--- config.mk ---
export PLATFORM = sky130hd
export DESIGN_NAME = uart_tx_ctrl
export DESIGN_NICKNAME = d
export VERILOG_FILES = /design/src/rtl/uart_tx_ctrl_pkg.sv /design/src/rtl/uart_tx_serializer.sv /design/src/rtl/uart_tx_ctrl.sv
export SDC_FILE = /design/constraint.sdc
export NUM_CORES = 1
export LEC_CHECK = 0
export ABC_CLOCK_PERIOD_IN_PS = 2250
export CELL_PAD_IN_SITES_DETAIL_PLACEMENT = 0
export CELL_PAD_IN_SITES_GLOBAL_PLACEMENT = 1
export CORE_MARGIN = 4
export CORE_UTILIZATION = 37
export DETAILED_ROUTE_END_ITERATION = 10
export PLACE_DENSITY = 0.75
export SLEW_MARGIN = 20
export SYNTH_ARGS = -nofsm -noshare
export SYNTH_HDL_FRONTEND = slang
export SYNTH_HIERARCHICAL = 1
export SYNTH_SLANG_ARGS = --single-unit
--- constraint.sdc ---
create_clock -name clk1 -period 2.25 [get_ports clk1]
set_input_delay 0.225 -clock clk1 [delete_from_list [all_inputs] [get_ports clk1]]
set_output_delay 0.225 -clock clk1 [all_outputs]
set_load 0.01 [all_outputs]
--- src/rtl/uart_tx_ctrl_pkg.sv ---
// Shared definitions for the UART transmit path: frame state encodings and parity selectors.
// The parity calculator uses the same PAR_* values.
package uart_tx_ctrl_pkg;

  typedef enum logic [2:0] {
    ST_IDLE   = 3'd0,
    ST_START  = 3'd1,
    ST_DATA   = 3'd2,
    ST_PARITY = 3'd3,
    ST_STOP   = 3'd4
  } state_t;

  localparam logic PAR_EVEN = 1'b1;
  localparam logic PAR_ODD  = 1'b0;

endpackage

--- src/rtl/uart_tx_serializer.sv ---
// Holds the accepted frame byte and walks a bit index across it, LSB first.
// ser_data is the bit that goes out on the next DATA cycle.
module uart_tx_serializer #(
  parameter int DATA_WIDTH = 8
) (
  input  logic                  clk1,
  input  logic                  rst,
  input  logic                  load,
  input  logic                  shift_en,
  input  logic [DATA_WIDTH-1:0] din,
  output logic [DATA_WIDTH-1:0] data_q,
  output logic                  ser_data,
  output logic                  ser_done
);

  localparam int CNT_W = (DATA_WIDTH > 1) ? $clog2(DATA_WIDTH) : 1;
  localparam logic [CNT_W-1:0] LAST = CNT_W'(DATA_WIDTH - 1);

  logic [CNT_W-1:0] bit_cnt;

  // ser_done rises once the final bit has been handed out and the index has wrapped
  always_ff @(posedge clk1 or negedge rst) begin
    if (!rst) begin
      data_q   <= '0;
      bit_cnt  <= '0;
      ser_done <= 1'b0;
    end else if (load) begin
      data_q   <= din;
      bit_cnt  <= '0;
      ser_done <= 1'b0;
    end else if (shift_en) begin
      if (bit_cnt == LAST) begin
        bit_cnt  <= '0;
        ser_done <= 1'b1;
      end else begin
        bit_cnt  <= bit_cnt + 1'b1;
        ser_done <= 1'b0;
      end
    end
  end

  assign ser_data = data_q[bit_cnt];

endmodule

--- src/rtl/uart_tx_ctrl.sv ---
// UART transmit frame controller: start, LSB-first data, optional parity, stop bits.
// Every output is a register loaded from the next-state view, so it changes with the state.
module uart_tx_ctrl
  import uart_tx_ctrl_pkg::*;
#(
  parameter int DATA_WIDTH = 8,
  parameter int STOP_BITS  = 1
) (
  input  logic                  clk1,
  input  logic                  rst,
  input  logic [DATA_WIDTH-1:0] p_data,
  input  logic                  data_valid,
  input  logic                  par_en,
  input  logic                  par_typ,
  input  logic                  parity,
  output logic [DATA_WIDTH-1:0] parity_data,
  output logic                  parity_type,
  output logic                  parity_en,
  output logic                  busy,
  output logic                  tx_out
);

  state_t state, state_nx;
  logic   pen_q;
  logic   stop_cnt;
  logic   stop_last;
  logic   accept;
  logic   ser_data, ser_done;
  logic   tx_nx, busy_nx, pstrobe_nx;

  assign stop_last = (stop_cnt == 1'(STOP_BITS - 1));
  assign accept    = data_valid && ((state == ST_IDLE) || ((state == ST_STOP) && stop_last));

  uart_tx_serializer #(.DATA_WIDTH(DATA_WIDTH)) u_ser (
    .clk1     (clk1),
    .rst      (rst),
    .load     (accept),
    .shift_en (state_nx == ST_DATA),
    .din      (p_data),
    .data_q   (parity_data),
    .ser_data (ser_data),
    .ser_done (ser_done)
  );

  always_ff @(posedge clk1 or negedge rst) begin
    if (!rst) begin
      state       <= ST_IDLE;
      tx_out      <= 1'b1;
      busy        <= 1'b0;
      parity_en   <= 1'b0;
      parity_type <= 1'b0;
      pen_q       <= 1'b0;
      stop_cnt    <= 1'b0;
    end else begin
      state     <= state_nx;
      tx_out    <= tx_nx;
      busy      <= busy_nx;
      parity_en <= pstrobe_nx;
      stop_cnt  <= ((state == ST_STOP) && !stop_last) ? stop_cnt + 1'b1 : 1'b0;
      if (accept) begin
        pen_q       <= par_en;
        parity_type <= par_typ;
      end
    end
  end

  always_comb begin
    state_nx = state;
    case (state)
      ST_IDLE:   if (accept) state_nx = ST_START;
      ST_START:  state_nx = ST_DATA;
      ST_DATA:   if (ser_done) state_nx = pen_q ? ST_PARITY : ST_STOP;
      ST_PARITY: state_nx = ST_STOP;
      ST_STOP:   if (stop_last) state_nx = accept ? ST_START : ST_IDLE;
      default:   state_nx = ST_IDLE;
    endcase
  end

  // Parity is captured by the calculator at the end of START, long before PARITY needs it
  always_comb begin
    tx_nx      = 1'b1;
    busy_nx    = (state_nx != ST_IDLE);
    pstrobe_nx = (state_nx == ST_START);
    case (state_nx)
      ST_START:  tx_nx = 1'b0;
      ST_DATA:   tx_nx = ser_data;
      ST_PARITY: tx_nx = parity;
      default:   tx_nx = 1'b1;
    endcase
  end

endmodule

# After elaboration in Yosys (flattened, before gate mapping)
# Cells that the tools add are included.
# Widths: inputs -> output; s select.
# op_classes
reduce_logical	7
addsub	2
mux	16
eq_ne	8
n_lt_le_gt_ge	1
n_bitwise	1
# op_table
operator	n
$mux 3	7
$pmux 3 s5	1
$eq 3x2->1 const B	4
$eq 3x1->1 const B	2
$eq 3x3->1 const B	2
$mux 1	6
$lt 3x4->1 const B	1
$add 3x1->3 const B	1
$bmux 1 s3	1
$logic_and 1x1->1	3
$logic_not 3->1	1
$pmux 1 s3	1
$reduce_bool 3->1	1
$reduce_bool 2->1	1
$add 1x1->1 const B	1
$logic_or 1x1->1	1
$not 1->1	1
# totals
elab_cells	45
register_bits	21
output_inout_bits	12

# Longest topological paths before layout
# Gate-level depths: netlist of run 1.
# depth
depth_word	10
ltp_mapped	7
mapped_depth_nobuf	6

# Modules after synthesis
# The synthesis of run 1 kept the hierarchy.
# by_module_without_submodules
mod	instances	area_each_um2	cells_each	seq_area_each_um2
uart_tx_serializer	1	546.8	35	300.3
uart_tx_ctrl	1	387.9	32	226.5

# Least setup slack after synthesis of run 1
# Ideal clock, no wire load.
# synth_path
kind	register -> register
from	register state[0]
to	register u_ser.bit_cnt[0]
stages_incl_launch_ff	8
setup_slack_ns	0.358
arrival_ns	1.815
setup_time_ns	0.077
path_buffers	1
cell_sequence	dfrtp_1 nor2_1 and3_4 buf_6 or2_4 nor2_1 or3b_2 a21oi_1
# synth_between
elab_chain_cells	9
elab_cells_between_ends	16
# synth_lines
item	line_no	rtl
start: declaration	uart_tx_ctrl.sv:23	state_t state, state_nx;
start signal: assignment	uart_tx_ctrl.sv:55	state <= state_nx;
$eq 3x3->1	uart_tx_ctrl.sv:32	assign accept = data_valid && ((state == ST_IDLE) || ((state == ST_STOP) && stop_last));
$logic_and 1x1->1	uart_tx_ctrl.sv:32	
$logic_or 1x1->1 *	uart_tx_ctrl.sv:32	
$logic_and 1x1->1 *	uart_tx_ctrl.sv:32	
net accept	uart_tx_ctrl.sv:27	logic accept;
$mux 1	uart_tx_ctrl.sv:74	ST_STOP: if (stop_last) state_nx = accept ? ST_START : ST_IDLE;
$mux 3	uart_tx_ctrl.sv:74	
$pmux 3 s5 *	uart_tx_ctrl.sv:69	case (state)
net state_nx[0]	uart_tx_ctrl.sv:23	
$eq 3x2->1 *	uart_tx_ctrl.sv:38	.shift_en (state_nx == ST_DATA),
$reduce_bool 2->1 (no source line) *	--	
end signal: assignment	uart_tx_serializer.sv:36	bit_cnt <= bit_cnt + 1'b1;
end: declaration	uart_tx_serializer.sv:19	logic [CNT_W-1:0] bit_cnt;
# Mark *: on every way through the listed nets, which the timed path passes. The rest lies on a longest branch.
# A chain may end at the register's enable or synchronous reset.

# Worst setup path in the final report of run 1
# layout_path
from	register state[0]
to	register u_ser.bit_cnt[0]
# layout_between
elab_chain_cells	9
elab_cells_between_ends	16
# layout_lines
item	line_no
$eq 3x3->1	uart_tx_ctrl.sv:32, uart_tx_ctrl.sv:69
$logic_and 1x1->1	uart_tx_ctrl.sv:32
$logic_or 1x1->1	uart_tx_ctrl.sv:32
$logic_and 1x1->1	uart_tx_ctrl.sv:32
$mux 1	uart_tx_ctrl.sv:74
$mux 3	uart_tx_ctrl.sv:74
$pmux 3 s5 *	uart_tx_ctrl.sv:69
net state_nx[0]	uart_tx_ctrl.sv:23
$eq 3x2->1 *	uart_tx_ctrl.sv:38
$reduce_bool 2->1 (no source line) *	--
# Marked as above.

==> impl_summary.md, run 1 <==
Clock network
The root buffer cell chosen for the clock tree is clkbuf_4. Once the clock tree was built, the resizer swapped 0 gates to a different size. The cts-stage hold buffer count is 0. TritonCTS built the clock tree. The largest buffer count on any clock path is 2.

The latest clock arrival within the worst-skew pair is roughly 0.30 ns. The H-tree depth is 1. TritonCTS created 3 clock buffers. For this design, the sink count on the clock tree is 21.

The number of setup buffers added after CTS is 0. The clock-pin slew of the registers on the worst-case setup and hold paths is approximately 0.11 ns.

Yosys
The number of standard cells after synthesis is 67. Of the post-synthesis cell area, the dominant cell type holds 0.535. The area fraction in compound gates after synthesis is 0.0415. Of all cell types, the one taking the most synthesized area is dfrtp_1. The cell area after technology mapping is slightly above 900 um2.

The average instance in the mapped netlist occupies about 14 um2. The post-synthesis sequential area ratio is 0.564. Of the post-synthesis cell area, the part taken by muxes is 0.221.

Of the total synthesized cell area, the portion taken by XOR and XNOR cells is 0. The main combinational cell family by area after synthesis is multiplexers. The number of nets in the synthesized netlist is slightly above 80. The area share of and/or/nand/nor cells after synthesis is 0.118. The Yosys step of the flow raised 6 warnings.

Of the total synthesized cell area, the portion taken by full adders, half adders and majority gates is 0.0268. Yosys attributes the largest share of cell area to dfrtp_1 54%, mux2_2 13%, mux4_1 5.6%, mux2i_1 3.2%, dfstp_2 2.8%. Synthesis inferred 21 register bits. The synthesized netlist contains 26 unique library cells.

Global routing
The all-layer global routing usage is 0.113. The initial antenna violation count is 0. For this run the aggregate overflow at the end of global routing stands at 0. The via count of the first global-routing pass came to about 650.

The first-pass GRT wire length is 2.96 mm. The maximum number of pins on one net before global-route repair is 22.

Run status
The flow ran to the end, and the final reports show no timing, DRC or antenna violations.

Layout
The finished cells cover about 1200 um2. Relative to the synthesized area, the layout overhead comes to 33.2%. The post-route core utilization is 0.542. Leaving out fill and tap cells, the most frequent cells in the layout are 25 x clkdlybuf4s50_1, 20 x dfrtp_1, 11 x mux2_2.

Once layout is complete, the cells apart from fillers number 124. The repair_antennas step left the layout with diodes totalling 0. The net count of the finished layout is ~110.

Of the cells placed in the final design, the portion with a size suffix greater than 1 is 0.208. The most frequent standard cell in the layout excluding fill and tap cells is clkdlybuf4s50_1.

Pwr
The fraction of power spent switching nets is 0.311. The relative contribution of the clock network to total power is 0.112. For this design the ratio of total power to cell area is about 1300 nW/um2.

VDD sags by at most 0.616 mV. Internal power comes to about 1.1 mW. The total power is about 1.6 mW. Summed over all cells, the static leakage comes to about 0.55 nW. In this run the power spent charging and discharging nets is between 0.4 and 0.5 mW. The share of total power dissipated in sequential elements is 0.421. The share of total power dissipated in combinational logic is 0.468.

STA
The post-route minimum period is ~1.8 ns. The accumulated negative setup slack is 0 ns. The final number of setup-violating endpoints is 0. The worst-case hold slack is 0.254 ns. Static timing analysis puts the maximum clock frequency at about 0.56 GHz.

The final setup skew is about 0.0022 ns. Setup repair after global routing left no endpoint under its margin. The hold violation total from the final report is 0. The final max-slew violation count came to 0.

The slack of the critical path is 0.449 ns. The ratio of final minimum period to clock period is 0.800.

Worst setup path
The data required time of the worst path is between 2 and 2.5 ns. STA classifies the critical path endpoint as a register. For flop-to-flop paths, the worst setup slack is around 0.45 ns. For the worst flop-to-flop path, the logic depth is 6. The type of the worst setup path is register to register. The worst register-to-register path begins at state[0]$_DFF_PN0_. STA puts the critical path data arrival time at between 2 and 2.5 ns.

The largest fanout on the critical path is 16. The critical path startpoint category is a register. The endpoint of the worst-slack reg-to-reg timing path is u_ser/bit_cnt[0]$_DFFE_PN0P_.

Route
The aggregate routed wire length is 1.65 mm. The via density per instance is between 4 and 5. The detailed-route via count is between 600 and 700. The number of remaining DRC errors is 0. In the final routed layout, each cell accounts on average for roughly 13 um. The detailed router's first-iteration violation count is 2.

For this run, the detailed router's first-pass iteration total came to 4. The remaining antenna violation count is 0.

Floorplanning
The floorplan step defined a die boundary enclosing 3390 um2. The cell row count is 17. The number of primary I/O pins is 26.

The initial utilization of the core area, before any placement, comes to 0.407. The width of the die is ~60 um. From bottom edge to top edge, the die measures 58.3 um.

After floorplanning, the core was sized to cover roughly 2300 um2.

Placed design
After detailed placement, the total cell area comes to roughly 1200 um2. The number of placed instances with taps included is 120. After legalization and detailed placement, the total HPWL measured ~1.3 mm. The routability congestion estimate from global placement is around 0.8. Prior to clock tree synthesis, the placed netlist has a worst setup slack of approximately 0.33 ns. The count of port buffers added during placement is 25.

Flow run
The count of maximum capacitance violations is 0.

Worst hold path
In this run the worst hold path is classified as primary input to asynchronous set/reset pin.
[power groups by stage]
| stage | Sequential (mW) | Combinational [mW] | Clock, mW |
|---|---|---|---|
| 3_5_place_dp | 0.671 | 0.745 | 0 |
| 3_3_place_gp | 0.672 | 0.739 | 0 |
| 6_report | 0.660 | 0.734 | 0.176 |
| 5_1_grt | 0.690 | 0.802 | 0.198 |
| 2_1_floorplan | 0.694 | 0.390 | 0 |
| 4_1_cts | 0.665 | 0.749 | 0.185 |
[kinds of logic (layout without fill, tap and decap cells)]
group                    Yosys count  count (layout)
flip-flops                        21              21
AND/OR/NAND/NOR                   17              17
multiplexers                      16              16
AO/OA/AOI/OAI                      6               6
buffers and inverters              4              33
adder cells (fa/ha/maj)            2               2
other                              1               1
[Yosys cell counts (all sizes together)]
library cell,count
nor2,5
dfrtp,20
nor2b,3
mux2,11
nand2,1
o21ai,1
o31a,1
nor3b,1
or2b,1
o31ai,1
ha,2
or2,1
or3b,2
and3,2
and4b,1
mux4,2
conb,1
inv,2
dfstp,1
mux2i,3
o21bai,1
a21oi,2
buf,2
[flip-flops by register name (all words and copies together) (netlist names)]
register and count:
u_ser/data_q 8, state 3, u_ser/bit_cnt 3, busy 1, parity_en 1, parity_type 1, pen_q 1, stop_cnt 1
tx_out 1, u_ser/ser_done 1
[worst max-delay path by stage]
| stage | startpoint | end | slack, ns |
|---|---|---|---|
| final | state[0]$_DFF_PN0_ | u_ser/bit_cnt[0]$_DFFE_PN0P_ | 0.45 |
| after floorplan | state[0]$_DFF_PN0_ | u_ser/bit_cnt[0]$_DFFE_PN0P_ | 0.36 |
| after global placement | data_valid | u_ser/bit_cnt[0]$_DFFE_PN0P_ | 0.36 |
| after CTS | state[0]$_DFF_PN0_ | u_ser/bit_cnt[0]$_DFFE_PN0P_ | 0.43 |
| after global routing | state[0]$_DFF_PN0_ | u_ser/bit_cnt[0]$_DFFE_PN0P_ | 0.30 |
| after detailed placement | data_valid | u_ser/bit_cnt[0]$_DFFE_PN0P_ | 0.33 |
[critical path: stages (launching register included)]
cell	delay, ns
dfrtp_1	0.44
nor2_1	0.08
and3_4	0.25
or2_4	0.27
nor2_1	0.11
or3b_2	0.45
a21oi_1	0.13
[per-layer routing]
layer	wire length, um	global-route usage
met1	802	0.157
met2	734	0.169
met3	98	0.0445
met4	14	0.0199
met5	0	0
[layout make-up]
| type | instances | area [um2] |
|---|---|---|
| Timing Repair Buffer | 27 | 265 |
| Fill cell | 213 | 1050 |
| Multi-Input combinational cell | 42 | 384 |
| Inverter | 2 | 7.51 |
| Sequential cell | 21 | 527 |
| Clock buffer | 4 | 26.3 |
| Tap cell | 28 | 35.0 |
No activity file was read; power rests on OpenSTA's default activity.
==> run 2: changes to the inputs <==
ABC_CLOCK_PERIOD_IN_PS = 1600   (was 2250)
CORE_UTILIZATION = 33   (was 37)
PLACE_DENSITY = 0.71   (was 0.75)
clock period = 1.6 ns   (was 2.25 ns; I/O delays follow)
==> run 2 against run 1 <==
  * Clock skew increased by 0.0075 ns
  * Final area is 9.9% higher
  * Maximum frequency increased by 13%
  * Non-clock buffer count grew 10
  * First-iteration DRC count rose to 3.0 times the previous value
  * Hold slack worse by 0.067 ns
  * Die area is 10% higher
  * Combinational power rose by 77%
  * Highest routed layer unchanged
==> impl_summary.md, run 2 (synthesis results as in run 1) <==
STA
The final setup skew is 0.00965 ns (was 0.00220 ns). The post-route minimum period was 1.60 ns (was 1.80 ns). The maximum clock frequency came to 0.625 GHz (was 0.555 GHz). The final max-slew violation count was 0 (unchanged). The final number of setup-violating endpoints is 0 (unchanged).

The accumulated negative setup slack is 0 ns (unchanged). The slack of the critical path is 0.0000707 ns (was 0.449 ns). RSZ-0062 raised after global routing: true (was false). The hold violation total from the final report is 0 (unchanged). The ratio of final minimum period to clock period is 1.00 (was 0.800).

Worst setup path
The largest fanout on the critical path is 3 (was 16). The number of buffers and inverters on the critical path is 1 (was 0). The data required time of the worst path was 1.84 ns (was 2.48 ns). The capturing element type of the critical path is a register (unchanged). The worst path arrival time is 1.84 ns (was 2.03 ns). The critical path startpoint category is a register (unchanged). The type of the worst setup path is register to register (unchanged). The worst setup slack for register-to-register paths is 0.00007 ns (was 0.45 ns).

The cell with the largest stage delay on the worst path is dfrtp_1 (was or3b_2). The cell family with the largest share of critical-path delay is simple AND/OR/NAND/NOR gates (unchanged). The most numerous cell on the critical path was nor2_4 (was nor2_1). The largest stage delay on the critical path is 0.40 ns (was 0.45 ns). Cells along the critical path: buf_6 -> nor2_4 -> and3_4 -> or2_4 -> nor2_4 -> or3b_4 -> a21oi_2 (was nor2_1 -> and3_4 -> or2_4 -> nor2_1 -> or3b_2 -> a21oi_1).

Layout
The fill cell instance count of the final layout is 242 (was 213). The number of diodes is 0 (unchanged). The register with the most flip-flops is u_ser/data_q (unchanged). Commonest non-fill, non-tap cells in the layout: 25 x clkdlybuf4s50_1, 19 x dfrtp_1, 10 x mux2_2, 10 x buf_4 (was 25 x clkdlybuf4s50_1, 20 x dfrtp_1, 11 x mux2_2). The number of flip-flops in the largest register is 8 (unchanged). The area of the multi-input gates is 420 um2 (was 384 um2).

The most frequent standard cell in the layout excluding fill and tap cells is clkdlybuf4s50_1 (unchanged). Largest regs: u_ser/data_q x8, state x3, u_ser/bit_cnt x3 (unchanged). The net count of the finished layout is 123 (was 113). The area growth from synthesis to layout was 46.5% (was 33.2%).

The proportion of layout cells with a drive suffix above 1 was 0.377 (was 0.208). The area taken by flip-flops and latches is 528 um2 (was 527 um2).

Run status
Run status: complete, no violations (unchanged).

Placed design
The count of port buffers added during placement is 25 (unchanged). The total half-perimeter wirelength after legalization and detailed placement is 1.43 mm (was 1.26 mm). The post-place setup slack is -0.0679 ns (was 0.335 ns). The routability congestion estimate from global placement is 0.835 (was 0.777).

Route
The number of remaining DRC errors came to 0 (unchanged). The detailed-route via count came to 663 (was 601). The remaining antenna violation count came to 0 (unchanged). The aggregate routed wire length is 1.97 mm (was 1.65 mm). The via density per instance is 4.84 (was 4.85). The average wire length per cell after detail routing is 14.4 um (was 13.3 um). The total iterations of the first detailed-routing run is 4 (unchanged). The detailed router's first-iteration violation count is 6 (was 2).

Global routing
The maximum number of pins on one net before global-route repair was 22 (unchanged). The first-pass GRT wire length was 3.30 mm (was 2.96 mm). The initial antenna violation count is 0 (unchanged). The all-layer global routing usage is 0.122 (was 0.113). The total congestion overflow after global routing is 0 (unchanged).

The via count of the first global-routing pass was 702 (was 648).

Flow run
The count of maximum capacitance violations came to 0 (unchanged).

Clock network
The clock-pin slew of the registers on the worst-case setup and hold paths is 0.12 ns (was 0.11 ns). The buffer cell driving the clock tree root is clkbuf_4 (unchanged). The TritonCTS buffer count is 3 (unchanged).

The CTS tree is done (unchanged). The latest clock arrival within the worst-skew pair is 0.30 ns (about the same). The largest buffer count on any clock path came to 2 (unchanged). The cts-stage hold buffer count came to 0 (unchanged). The H-tree depth is 1 (unchanged). The TritonCTS sink count was 21 (unchanged).

Floorplanning
The width of the die was 61.2 um (was 58.3 um). The starting density of the core is 0.342 (was 0.407). The cell row count was 19 (was 17). The vertical die dimension was 61.2 um (was 58.3 um). The die footprint is 3750 um2 (was 3390 um2).

The core region area came to 2730 um2 (was 2300 um2). The number of primary I/O pins is 26 (unchanged).

Pwr
The sequential group share of total power is 0.379 (was 0.421). The fraction of power spent switching nets is 0.317 (was 0.311). The switching power was 0.792 mW (was 0.488 mW). The areal power density over the cells is 1830 nW/um2 (was 1260 nW/um2). The relative contribution of the clock network to total power came to 0.101 (was 0.112). The maximum resistive drop on vdd is 0.910 mV (was 0.616 mV).

The design internal power came to 1.71 mW (was 1.08 mW). The static leakage was 0.610 nW (was 0.548 nW). The part of the power in combinational logic is 0.521 (was 0.468).

Worst hold path
The worst min-delay path category is primary input to asynchronous set/reset pin (unchanged).
==> run 2: cell count changes in the layout (fill, tap and decap cells not counted), sizes merged <==
cell  delta
buf     +10
==> run 2: metal layers <==
| metal | global-route usage | vias up | part of all wire |
|---|---|---|---|
| met5 | 0 | - | 0 |
| met4 | 0.0743 | 0 | 0.026 |
| met3 | 0.0273 | 4 | 0.049 |
| met2 | 0.183 | 19 | 0.49 |
| met1 | 0.161 | 325 | 0.44 |
| li1 | - | 315 | - |
==> run 2: worst paths after layout <==
kind / startpoint / endpoint / cells after the start
worst max-delay path: state[1]$_DFF_PN0_ / u_ser/bit_cnt[0]$_DFFE_PN0P_ / 7
worst min-delay path: rst / u_ser/bit_cnt[1]$_DFFE_PN0P_ / 2
worst max register to register: state[1]$_DFF_PN0_ / u_ser/bit_cnt[0]$_DFFE_PN0P_ / 7
worst min register to register: parity_type$_DFFE_PN0P_ / parity_type$_DFFE_PN0P_ / 1
max in group asynchronous: rst / tx_out$_DFF_PN1_ / 2
min in group clk1: data_valid / parity_en$_DFF_PN0_ / 2
==> run 2: repair_timing <==
| item | in CTS | in global routing |
|---|---|---|
| gates resized for setup | 4 | 9 |
| pin swaps | 6 | 3 |
| setup endpoints to repair | 2 | 16 |
| setup buffers | 1 | 1 |
==> run 2: power by group through the flow <==
stage | registers [mW] | logic, mW | clock network [mW]
CTS | 0.938 | 1.28 | 0.267
global placement | 0.926 | 1.21 | 0
floorplan | 0.977 | 0.590 | 0
detailed placement | 0.931 | 1.24 | 0
finish | 0.946 | 1.30 | 0.251
global route | 0.988 | 1.41 | 0.288
==> run 2: cell type report <==
class	instances	share of cell area
tap	31	0.0283
sequential	21	0.386
multi-input combinational	42	0.307
inverter	2	0.00548
timing repair buffer	37	0.254
clock buffer	4	0.0192
==> run 2: stage by stage <==
step	area [um2]	utilization	hold WS (ns)	total power [mW]	instances
3_5_place_dp	1300	0.474	0.506	2.17	131
6_report	1370	0.501	0.187	2.50	137
2_1_floorplan	948	-	-0.136	1.57	67
4_1_cts	1330	0.486	0.190	2.48	136
3_3_place_gp	1300	0.474	0.504	2.14	131
5_1_grt	1370	0.501	0.208	2.69	137
